## src/rtl/forward_controller_pkg.sv

```systemverilog
// forward_controller_pkg: forward mux encodings and shadow pipeline entry type
package forward_controller_pkg;

    localparam int FWD_REG_W = 5;

    typedef enum logic [1:0] {
        FWD_NONE = 2'b00,
        FWD_MEM  = 2'b01,
        FWD_WB   = 2'b10
    } forward_mux_code;

    typedef struct packed {
        logic                 valid;
        logic                 wen;
        logic [FWD_REG_W-1:0] rd;
        logic                 load;
    } fwd_shadow_t;

    localparam fwd_shadow_t FWD_BUBBLE = '0;

endpackage

```

## src/rtl/forward_controller_if.sv

```systemverilog
// forward_controller_if: Decode-side request and EX-side forward/stall response bundle
interface forward_controller_if #(
    parameter int REG_ADDR_W  = 5,
    parameter int STALL_CNT_W = 32
);
    import forward_controller_pkg::*;

    logic                   id_valid_ip;
    logic [REG_ADDR_W-1:0]  id_rs1_addr_ip;
    logic [REG_ADDR_W-1:0]  id_rs2_addr_ip;
    logic                   id_rs1_used_ip;
    logic                   id_rs2_used_ip;
    logic [REG_ADDR_W-1:0]  id_rd_addr_ip;
    logic                   id_reg_write_ip;
    logic                   id_is_load_ip;
    logic                   flush_en_ip;
    forward_mux_code        fa_mux_op;
    forward_mux_code        fb_mux_op;
    logic                   stall_op;
    logic [STALL_CNT_W-1:0] stall_count_op;

    modport master (
        output id_valid_ip, id_rs1_addr_ip, id_rs2_addr_ip, id_rs1_used_ip, id_rs2_used_ip,
               id_rd_addr_ip, id_reg_write_ip, id_is_load_ip, flush_en_ip,
        input  fa_mux_op, fb_mux_op, stall_op, stall_count_op
    );

    modport slave (
        input  id_valid_ip, id_rs1_addr_ip, id_rs2_addr_ip, id_rs1_used_ip, id_rs2_used_ip,
               id_rd_addr_ip, id_reg_write_ip, id_is_load_ip, flush_en_ip,
        output fa_mux_op, fb_mux_op, stall_op, stall_count_op
    );

endinterface

```

## src/rtl/forward_controller_fwd_match.sv

```systemverilog
// fwd_match: does a shadow entry produce the register this source operand reads
module fwd_match
    import forward_controller_pkg::*;
#(
    parameter int REG_ADDR_W = 5
) (
    input  fwd_shadow_t           entry,
    input  logic [REG_ADDR_W-1:0] rs,
    input  logic                  used,
    output logic                  hit
);

    // x0 is hardwired zero, so it never counts as a producer
    assign hit = entry.valid & entry.wen & (entry.rd != '0) & (entry.rd == rs) & used;

endmodule

```

## src/rtl/forward_controller.sv

```systemverilog
// forward_controller: EX-stage forward mux codes and load-use stall from an EX/MEM shadow of destinations
// Optional stall cycle counter enabled by defining FORWARD_STALL_COUNT_EN.
module forward_controller
    import forward_controller_pkg::*;
#(
    parameter int REG_ADDR_W  = 5,
    parameter int STALL_CNT_W = 32
) (
    input logic            clock,
    input logic            reset,
    forward_controller_if.slave bus
);

    fwd_shadow_t     ex_q, mem_q, ex_d, id_entry;
    forward_mux_code fa_q, fb_q, fa_d, fb_d;
    logic            hit_ex_a, hit_ex_b, hit_mem_a, hit_mem_b, stall;
    logic            mem_load_unused;

    assign id_entry = '{valid: 1'b1, wen: bus.id_reg_write_ip, rd: bus.id_rd_addr_ip, load: bus.id_is_load_ip};
    assign mem_load_unused = mem_q.load;

    fwd_match #(.REG_ADDR_W(REG_ADDR_W)) u_ex_a  (.entry(ex_q),  .rs(bus.id_rs1_addr_ip), .used(bus.id_rs1_used_ip), .hit(hit_ex_a));
    fwd_match #(.REG_ADDR_W(REG_ADDR_W)) u_ex_b  (.entry(ex_q),  .rs(bus.id_rs2_addr_ip), .used(bus.id_rs2_used_ip), .hit(hit_ex_b));
    fwd_match #(.REG_ADDR_W(REG_ADDR_W)) u_mem_a (.entry(mem_q), .rs(bus.id_rs1_addr_ip), .used(bus.id_rs1_used_ip), .hit(hit_mem_a));
    fwd_match #(.REG_ADDR_W(REG_ADDR_W)) u_mem_b (.entry(mem_q), .rs(bus.id_rs2_addr_ip), .used(bus.id_rs2_used_ip), .hit(hit_mem_b));

    // A load result is not ready until MEM, so a dependent in Decode must wait one cycle; flush overrides
    assign stall = bus.id_valid_ip & ~bus.flush_en_ip & ex_q.load & (hit_ex_a | hit_ex_b);

    // Next EX entry and codes: flush or stall inject a bubble, otherwise youngest producer wins
    always_comb begin
        ex_d = FWD_BUBBLE;
        fa_d = FWD_NONE;
        fb_d = FWD_NONE;
        if (!bus.flush_en_ip && !stall) begin
            ex_d = bus.id_valid_ip ? id_entry : FWD_BUBBLE;
            fa_d = hit_ex_a ? FWD_MEM : (hit_mem_a ? FWD_WB : FWD_NONE);
            fb_d = hit_ex_b ? FWD_MEM : (hit_mem_b ? FWD_WB : FWD_NONE);
        end
    end

    // Shadow pipeline advance and registered codes aligned with the ID/EX buffer
    always_ff @(posedge clock) begin
        if (!reset) begin
            ex_q  <= FWD_BUBBLE;
            mem_q <= FWD_BUBBLE;
            fa_q  <= FWD_NONE;
            fb_q  <= FWD_NONE;
        end else begin
            ex_q  <= ex_d;
            mem_q <= ex_q;
            fa_q  <= fa_d;
            fb_q  <= fb_d;
        end
    end

    assign bus.fa_mux_op = fa_q;
    assign bus.fb_mux_op = fb_q;
    assign bus.stall_op  = stall;

`ifdef FORWARD_STALL_COUNT_EN
    logic [STALL_CNT_W-1:0] stall_cnt_q;

    // Saturating count of stalled cycles
    always_ff @(posedge clock) begin
        if (!reset)
            stall_cnt_q <= '0;
        else if (stall && stall_cnt_q != {STALL_CNT_W{1'b1}})
            stall_cnt_q <= stall_cnt_q + {{(STALL_CNT_W-1){1'b0}}, 1'b1};
    end

    assign bus.stall_count_op = stall_cnt_q;
`else
    assign bus.stall_count_op = {STALL_CNT_W{1'b0}};
`endif

endmodule

```

## src/flat_wrapper.sv

```systemverilog
// flat-port wrapper written by rule: the top's interface ports become plain ports
module forward_controller_flat import forward_controller_pkg::*;
#(
    parameter int REG_ADDR_W  = 5,
    parameter int STALL_CNT_W = 32
)
  (clock, reset, bus_id_valid_ip, bus_id_rs1_addr_ip, bus_id_rs2_addr_ip, bus_id_rs1_used_ip, bus_id_rs2_used_ip, bus_id_rd_addr_ip, bus_id_reg_write_ip, bus_id_is_load_ip, bus_flush_en_ip, bus_fa_mux_op, bus_fb_mux_op, bus_stall_op, bus_stall_count_op);
  forward_controller_if #(.REG_ADDR_W(REG_ADDR_W), .STALL_CNT_W(STALL_CNT_W)) bus_i ();
  input logic clock;
  input logic reset;
  input wire logic [$bits(bus_i.id_valid_ip)-1:0] bus_id_valid_ip;
  input wire logic [$bits(bus_i.id_rs1_addr_ip)-1:0] bus_id_rs1_addr_ip;
  input wire logic [$bits(bus_i.id_rs2_addr_ip)-1:0] bus_id_rs2_addr_ip;
  input wire logic [$bits(bus_i.id_rs1_used_ip)-1:0] bus_id_rs1_used_ip;
  input wire logic [$bits(bus_i.id_rs2_used_ip)-1:0] bus_id_rs2_used_ip;
  input wire logic [$bits(bus_i.id_rd_addr_ip)-1:0] bus_id_rd_addr_ip;
  input wire logic [$bits(bus_i.id_reg_write_ip)-1:0] bus_id_reg_write_ip;
  input wire logic [$bits(bus_i.id_is_load_ip)-1:0] bus_id_is_load_ip;
  input wire logic [$bits(bus_i.flush_en_ip)-1:0] bus_flush_en_ip;
  output wire logic [$bits(bus_i.fa_mux_op)-1:0] bus_fa_mux_op;
  output wire logic [$bits(bus_i.fb_mux_op)-1:0] bus_fb_mux_op;
  output wire logic [$bits(bus_i.stall_op)-1:0] bus_stall_op;
  output wire logic [$bits(bus_i.stall_count_op)-1:0] bus_stall_count_op;
  assign bus_i.id_valid_ip = bus_id_valid_ip;
  assign bus_i.id_rs1_addr_ip = bus_id_rs1_addr_ip;
  assign bus_i.id_rs2_addr_ip = bus_id_rs2_addr_ip;
  assign bus_i.id_rs1_used_ip = bus_id_rs1_used_ip;
  assign bus_i.id_rs2_used_ip = bus_id_rs2_used_ip;
  assign bus_i.id_rd_addr_ip = bus_id_rd_addr_ip;
  assign bus_i.id_reg_write_ip = bus_id_reg_write_ip;
  assign bus_i.id_is_load_ip = bus_id_is_load_ip;
  assign bus_i.flush_en_ip = bus_flush_en_ip;
  assign bus_fa_mux_op = bus_i.fa_mux_op;
  assign bus_fb_mux_op = bus_i.fb_mux_op;
  assign bus_stall_op = bus_i.stall_op;
  assign bus_stall_count_op = bus_i.stall_count_op;
  forward_controller #(.REG_ADDR_W(REG_ADDR_W), .STALL_CNT_W(STALL_CNT_W)) u_core (.clock(clock), .reset(reset), .bus(bus_i));
endmodule
```

## config.mk

```make
export PLATFORM = sky130hd
export DESIGN_NAME = forward_controller_flat
export DESIGN_NICKNAME = d
export VERILOG_FILES = /design/src/rtl/forward_controller_pkg.sv /design/src/rtl/forward_controller_if.sv /design/src/rtl/forward_controller_fwd_match.sv /design/src/rtl/forward_controller.sv /design/src/flat_wrapper.sv
export SDC_FILE = /design/constraint.sdc
export NUM_CORES = 1
export LEC_CHECK = 0
export CORE_MARGIN = 3
export CORE_UTILIZATION = 34
export DETAILED_ROUTE_END_ITERATION = 10
export PLACE_DENSITY_LB_ADDON = 0.2
export SYNTH_ARGS = -nofsm -noshare
export SYNTH_HDL_FRONTEND = slang
export SYNTH_SLANG_ARGS = --single-unit
```

## constraint.sdc

```tcl
create_clock -name clock -period 1.53 [get_ports clock]
set_clock_uncertainty 0.15 [all_clocks]
set_input_delay 0.153 -clock clock [delete_from_list [all_inputs] [get_ports clock]]
set_output_delay 0.153 -clock clock [all_outputs]
set_load 0.05 [all_outputs]
```

==> run_results.csv <==
group,metric,value,unit
status,status,"finished with violations",
status,violations,"setup timing",
critical_path,crit_cells,5,
floorplanning,io_pins,60,
global_route,grt_pass1_vias,798,
logic_synthesis,syn_area,1090,um^2
logic_synthesis,ys_seq_area_share,34.9,%
logic_synthesis,synthMuxAreaShare,0,%
logic_synthesis,synth_compound_area_share,7.45,%
logic_synthesis,synth_top_cell_area_share,34.9,%
global_route,grt_usage,11.1,%
floorplanning,row_count,19,
logic_synthesis,ys.flop_type,"dfxtp_1",
cts,clkTransAtPathRegs,90,ps
cells_and_area,area.growth.synth_to_final,39.7,%
routing,detail_route.wl_per_cell,10.7,um
logic_synthesis,ys_ff_latch,19,
min_path,min_to,"u_core.ex_q[2]",
logic_synthesis,synth-simple-area-share,18.6,%
critical_path,crit_path_top_delay_cell,"or4_4",
timing,timing.final.crit_share,129,%
routing,drt_first_iter_violations,19,
logic_synthesis,synth-xor-area-share,16.1,%
critical_path,r2r-start,"u_core.ex_q[2]",
timing,hold_viol_final,0,
logic_synthesis,synth_cell_types,21,
critical_path,reg2reg_to,"u_core.bus.fa_mux_op[1]",
cells_and_area,fin_area,1520,um^2
critical_path,worstSetupPathType,"register to primary output",
pwr,max-vdd-ir-drop,0.352,mV
logic_synthesis,synth_top_family_by_area,"buffers and inverters",
placement,placed_cell_area,1430,um^2
cts,cts_tree,"yes",
logic_synthesis,ys_warn_count,0,
logic_synthesis,synth_edf_count,0,
global_route,grt_max_degree,18,
timing,setup_slack,-445,ps
min_path,whs_path_depth,3,
cts,cts_num_sinks,19,
critical_path,worst_setup_path_end_kind,"primary output",
cts,ctsHoldBuffers,0,
timing,finalSetupViolCount,13,
routing,dr.pass1.iters,2,
min_path,min_from,"bus_id_rd_addr_ip[1]",
placement,preCtsSetupSlack,-314,ps
placement,numPortBuffers,27,
cts,root_buffer,"clkbuf_4",
flow_run,cap_violations,0,
routing,drc,0,
critical_path,critPathMaxFanout,2,
floorplanning,dieWidth,62.6,um
critical_path,cpLargestDelayFamily,"simple AND/OR/NAND/NOR gates",
timing,drv_slew,0,
global_route,grt_pass1_wl,3.45,mm
floorplanning,dieArea,3920,um^2
logic_synthesis,syn_inst,122,
logic_synthesis,async_flop_share,0,%
pwr,power_density,710,nW/um^2
critical_path,critPathBufInv,1,
cells_and_area,nets,190,
routing,vias_per_cell,4.19,
global_route,grt-ovfl-total,0,
timing,rsz0062_at_grt,"yes",
logic_synthesis,synth_area_leaders,"dfxtp_1, buf_4, xnor2_1",
logic_synthesis,synth_fa_ha_area_share,0,%
routing,dr_total_vias,872,
logic_synthesis,synth_common_cells,"buf_4, dfxtp_1, xnor2_1, a21oi_1",
pwr,leakagePower,0.647,nW
floorplanning,core,2900,um^2
cts,h-tree-depth,1,
min_path,hold_path.class,"input pin to register",
global_route,use_met1,13.8,%
placement,hpwl,1.85,mm
timing,hold_ws,275,ps
cts,cts.path.max_buffers,2,
timing,fmax,0.506,GHz
global_route,grt_most_used_layer,"met2",
logic_synthesis,synth_top_area_cell,"dfxtp_1",
critical_path,crit_chain,"or4_4 -> o211ai_2 -> nor2_2 -> and2_4 -> buf_12",
routing,drtAntennaViolNets,0,
routing,routed_wl,2.23,mm
timing,min_period,1970,ps
critical_path,worst_path_largest_cell_delay,520,ps
pwr,finalPower,1.08,mW
cts,clock_latency,280,ps
critical_path,startpoint_type,"register",
critical_path,rrSetupSlack,-170,ps
cts,numCtsBuffers,3,
cells_and_area,diodes,0,
global_route,grtUsageMet3,3.60,%
placement,gp_congestion,0.929,
floorplanning,initial_core_util,37.6,%
cells_and_area,final_core_util,52.5,%
critical_path,arrival,1670,ps
global_route,grt_util_met2,17.8,%
cells_and_area,drive_gt1_share,24.1,%
logic_synthesis,syn_area_per_cell,8.94,um^2
floorplanning,dieHeight,62.6,um
critical_path,crit_required,1230,ps
global_route,antenna_found_initial,0,
logic_synthesis,synth.most_common_cell,"buf_4",
critical_path,reg2reg_depth,5,
[cell type report]
cell class | instances | area [um^2]
fillers | 268 | 1380
multi-input cells | 100 | 648
repair buffers | 43 | 415
flip-flops and latches | 19 | 382
well taps | 42 | 52.6
clock buffers | 4 | 26.3
[worst max path at each step]
| stage | slack [ps] | startpoint | to |
|---|---|---|---|
| finish | -440 | u_core.ex_q[2] | bus_stall_op |
| global placement | -270 | bus_id_rs1_addr_ip[4] | u_core.bus.fa_mux_op[0] |
| global route | -500 | u_core.ex_q[2] | bus_stall_op |
| CTS | -460 | u_core.ex_q[2] | bus_stall_op |
| floorplan | -140 | u_core.ex_q[2] | bus_stall_op |
| detailed placement | -310 | bus_id_rs1_addr_ip[4] | u_core.bus.fa_mux_op[0] |
[worst min-delay path, stage by stage]
cell and delay [ps]:
clkdlybuf4s50_1 400, nand3_1 90, a21oi_2 30
[layer usage]
metal	vias to the layer above	part of all wire, %
met1	384	43
met4	0	0.94
met3	2	9.7
li1	441	-
met2	45	46
met5	-	0
[cells in the final DEF (no fill, tap or decap), types with 2 or more instances in the layout]
master and n:
conb_1 32, clkdlybuf4s50_1 22, buf_4 18, dfxtp_1 18, xnor2_1 10, xor2_1 8
and2_1 7, nand3_1 7, a21oi_2 6, nand2_1 4, nand4_1 4, a21oi_1 3
clkbuf_4 3, buf_12 3, xnor2_2 2, nor4_1 2, a311oi_1 2, and4b_1 2
[metrics by stage]
| stage | setup TNS (ps) | instances |
|---|---|---|
| 2_1_floorplan | -384 | 153 |
| 3_3_place_gp | -2370 | 203 |
| 3_5_place_dp | -2660 | 203 |
| 4_1_cts | -2330 | 209 |
| 5_1_grt | -2370 | 208 |
| 6_report | -1630 | 208 |
[state kept, by name (all words and copies together) (netlist names)]
register / count
u_core.bus.fa_mux_op: 2
u_core.ex_q: 8
u_core.mem_q: 7
u_core.bus.fb_mux_op: 2
[logic make-up after synthesis]
kind of cell	count (synthesis)
buffers and inverters	34
and+or+nand+nor	35
AOI/OAI and AO/OA	13
DFF	19
other	1
xor gates and xnor gates	20
[where the power goes]
part	leakage, nW	internal, mW	switching [mW]
sequential	0.155	0.504	0.00655
combinational	0.478	0.102	0.232
clock	0.0150	0.101	0.136
total	0.647	0.707	0.375
[repair_timing]
item                                    4_1_cts  5_1_grt
setup buffers                                 2        1
endpoints found under the setup margin       13       13
resized for setup                             4        9
pin swaps                                     2        3
No activity file was read; power rests on OpenSTA's default activity.
==> RTL change 1 (config.mk and constraints unchanged) <==
`STALL_CNT_W` is set to 32 in 3 places; all go to 28.
--- a/src/rtl/forward_controller_if.sv
+++ b/src/rtl/forward_controller_if.sv
@@ -1,7 +1,7 @@
 // forward_controller_if: Decode-side request and EX-side forward/stall response bundle
 interface forward_controller_if #(
     parameter int REG_ADDR_W  = 5,
-    parameter int STALL_CNT_W = 32
+    parameter int STALL_CNT_W = 28
 );
     import forward_controller_pkg::*;
 
--- a/src/rtl/forward_controller.sv
+++ b/src/rtl/forward_controller.sv
@@ -4,7 +4,7 @@
     import forward_controller_pkg::*;
 #(
     parameter int REG_ADDR_W  = 5,
-    parameter int STALL_CNT_W = 32
+    parameter int STALL_CNT_W = 28
 ) (
     input logic            clock,
     input logic            reset,
--- a/src/flat_wrapper.sv
+++ b/src/flat_wrapper.sv
@@ -2,7 +2,7 @@
 module forward_controller_flat import forward_controller_pkg::*;
 #(
     parameter int REG_ADDR_W  = 5,
-    parameter int STALL_CNT_W = 32
+    parameter int STALL_CNT_W = 28
 )
   (clock, reset, bus_id_valid_ip, bus_id_rs1_addr_ip, bus_id_rs2_addr_ip, bus_id_rs1_used_ip, bus_id_rs2_used_ip, bus_id_rd_addr_ip, bus_id_reg_write_ip, bus_id_is_load_ip, bus_flush_en_ip, bus_fa_mux_op, bus_fb_mux_op, bus_stall_op, bus_stall_count_op);
   forward_controller_if #(.REG_ADDR_W(REG_ADDR_W), .STALL_CNT_W(STALL_CNT_W)) bus_i ();
Ports: changed (resized bus_stall_count_op); port bits go from 60 to 56. No check against the original RTL was run, so the function may have changed too.
==> RTL change 1 against the original RTL <==
- the flow still finishes with violations (setup timing)
- final area shrank 4.8%
- worst hold slack lost 0.0064 ns
- sequential cell count is the same
- combinational power shrank 7.5%
- critical path type unchanged
- wire length grew 1.9%
- setup slack lost 0.026 ns
- synthesized area shrank 2.8%
- sequential share of layout area grew 1.3 points
- total power shrank 2.1%
==> RTL change 1: results (changes against the original RTL) <==
| Metric | Value |
|---|---|
| Met3 global-route usage | `3.31% (was 3.60%)` |
| Failing checks | `setup timing (unchanged)` |
| M2 GR Usage | `20.8% (was 17.8%)` |
| P_int | `705 uW (was 707 uW)` |
| Sequential fraction of the synthesis area | `35.8% (was 34.9%)` |
| Detailed-route via count | `874 (was 872)` |
| Place WS | `-0.309 ns (was -0.314 ns)` |
| Layout cell share with drive strength beyond 1 | `22.6% (was 24.1%)` |
| CP Data Arrival Time | `1.70 ns (was 1.67 ns)` |
| Post-CTS Setup Bufs | `1 (was 2)` |
| Slack of the critical path | `-0.470 ns (was -0.445 ns)` |
| Average wire per standard cell | `11.6 um (was 10.7 um)` |
| Hold_ws | `0.268 ns (was 0.275 ns)` |
| Met1 GRT Util | `15.9% (was 13.8%)` |
| Final Non-Filler Cells | `195 (was 208)` |
| Status | `finished with violations (unchanged)` |
| Clk root buf | `clkbuf_4 (unchanged)` |
| Iter 0 DRT Violations | `22 (was 19)` |
| Worst Setup SP | `u_core.ex_q[4] (was u_core.ex_q[2])` |
| WL met2 | `1000 um (was 1020 um)` |
| Gate Count Post-Synth | `118 (was 122)` |
| Vias in the first global route | `828 (was 798)` |
| Peak supply drop | `0.335 mV (was 0.352 mV)` |
| Synth Area in Adders | `0% (unchanged)` |
| Final nets | `188 (was 190)` |
| Placer congestion estimate | `0.905 (was 0.929)` |
| Die area | `3830 sq um (was 3920 sq um)` |
| DR WL met3 | `213 um (was 216 um)` |
| Fill count | `287 (was 268)` |
| Leading post-synthesis cells by instance count | `buf_4 (28), dfxtp_1 (19), xnor2_1 (12) (was buf_4 (32), dfxtp_1 (19), xnor2_1 (12))` |
| RR Endpoint | `u_core.bus.fa_mux_op[0] (was u_core.bus.fa_mux_op[1])` |
| Xor and xnor area share after synthesis | `16.5% (was 16.1%)` |
| Compound-gate portion of the synthesized area | `7.67% (was 7.45%)` |
| Leakage Power | `0.615 nW (was 0.647 nW)` |
| Hold path depth | `3 (unchanged)` |
| HPWL Detailed | `1780 um (was 1850 um)` |
| First-pass GRT wire length | `3550 um (was 3450 um)` |
| Length in cells of the worst reg-to-reg path | `7 (was 5)` |
| # setup viols final | `13 (unchanged)` |
[RTL change 1: changes by cell type in the layout (fill, tap and decap cells not counted), moves of 2 or more]
cell and delta:
buf_4 +4, conb_1 -4, buf_12 -2, nor3_1 +2
xnor2_1 +2, xnor2_2 -2
[RTL change 1: worst min-delay path, stage by stage]
cell	delay [ns]
clkdlybuf4s50_1	0.39
nand3_1	0.10
a21oi_2	0.03
[RTL change 1: cell type report]
| type | instances | share of cell area (%) |
|---|---|---|
| repair buffers | 45 | 28.0 |
| well taps | 31 | 2.67 |
| multi-input cells | 96 | 41.2 |
| flip-flops and latches | 19 | 26.3 |
| clock buffers | 4 | 1.81 |
[RTL change 1: power by group through the flow]
stage | Clock [mW] | Sequential, mW | Combinational, mW
2_1_floorplan | 0 | 0.522 | 0.260
5_1_grt | 0.269 | 0.512 | 0.329
3_3_place_gp | 0 | 0.521 | 0.302
6_report | 0.240 | 0.511 | 0.309
4_1_cts | 0.249 | 0.510 | 0.307
3_5_place_dp | 0 | 0.522 | 0.303
==> RTL change 2 (same flow settings) <==
Without the edit above. Build with the macro `FORWARD_STALL_COUNT_EN` defined.
--- a/src/rtl/forward_controller.sv
+++ b/src/rtl/forward_controller.sv
@@ -1,5 +1,7 @@
 // forward_controller: EX-stage forward mux codes and load-use stall from an EX/MEM shadow of destinations
 // Optional stall cycle counter enabled by defining FORWARD_STALL_COUNT_EN.
+`define FORWARD_STALL_COUNT_EN
+
 module forward_controller
     import forward_controller_pkg::*;
 #(
Behaviour: not the same (a bounded check fails within 4 cycles, from zero or initial values and one cycle with reset low).
==> RTL change 2 against the original RTL <==
- the flow still finishes with violations (setup timing)
- clock power rose to 3.8 times the old value
- via count grew to 3.2 times the old value
- final area increased to 3.2 times the old value
- die area up 120%
- sequential cell count up 32
- global-route usage is 8.2 points higher
- setup slack worse by 0.37 ns
- total power up 120%
- wire length grew to 3.8 times the old value
- synthesized area increased by 130%
- combinational power is 44% lower
- critical endpoint unchanged
- largest cell class unchanged
- highest routed layer unchanged
==> RTL change 2: results (changes against the original RTL) <==
| Metric | Value |
|---|---|
| Placer congestion estimate | `0.920 (was 0.929)` |
| Vias in the first global route | `2815 (was 798)` |
| Met3 global-route usage | `4.31% (was 3.60%)` |
| Length in cells of the worst reg-to-reg path | `9 (was 5)` |
| Peak supply drop | `0.290 mV (was 0.352 mV)` |
| Clk pwr | `912 uW (was 237 uW)` |
| Status | `finished with violations (unchanged)` |
| Failing checks | `setup timing (unchanged)` |
| Post-CTS Setup Bufs | `9 (was 2)` |
| RR Endpoint | `u_core.bus.stall_count_op[18] (was u_core.bus.fa_mux_op[1])` |
| Slack of the critical path | `-0.813 ns (was -0.445 ns)` |
| Clk Latency, worst-skew pair | `0.30 ns (was 0.28 ns)` |
| Average wire per standard cell | `15.8 um (was 10.7 um)` |
| Multi-In Gates | `216 (was 100)` |
| Clk root buf | `clkbuf_8 (was clkbuf_4)` |
| # setup viols final | `45 (was 13)` |
| ClkCell Share | `2.32% (was 1.72%)` |
| IO Port Bufs | `59 (was 27)` |
| Crit-path slowest cell | `or3_4 (was or4_4)` |
| Final nets | `463 (was 190)` |
| WL final | `8470 um (was 2230 um)` |
| Layout cell share with drive strength beyond 1 | `54.8% (was 24.1%)` |
| Met1 GRT Util | `24.6% (was 13.8%)` |
| Hold path depth | `2 (was 3)` |
| DR WL met3 | `416 um (was 216 um)` |
| Sequential fraction of the synthesis area | `40.2% (was 34.9%)` |
| First-pass detailed-route iteration total | `4 (was 2)` |
| Sequential Area | `1120 sq um (was 382 sq um)` |
[RTL change 2: changes by cell type after synthesis, moves of 12 or more]
cell      before  now
dfxtp_1       19   51
buf_4         32    2
nand2_1        4   26
o31ai_1        0   21
or4_1          1   20
nand2b_1       0   12
[RTL change 2: cells by family after synthesis]
| group | count (synthesis) | synth area share (%) |
|---|---|---|
| compound gates | 52 | 14.4 |
| xor+xnor | 20 | 6.90 |
| fa+ha+maj | 1 | 0.493 |
| buf+inv | 22 | 4.04 |
| flops | 51 | 40.2 |
| mux | 9 | 3.55 |
| simple gates | 133 | 30.3 |
[RTL change 2: per-stage QoR]
stage	hold slack (ns)	worst slack [ns]	util (%)
3_3_place_gp	0.316	-1.07	61.9
2_1_floorplan	0.130	-0.639	-
5_1_grt	0.248	-0.875	69.2
3_5_place_dp	0.316	-1.11	61.9
6_report	0.265	-0.813	69.2
4_1_cts	0.260	-0.807	66.3
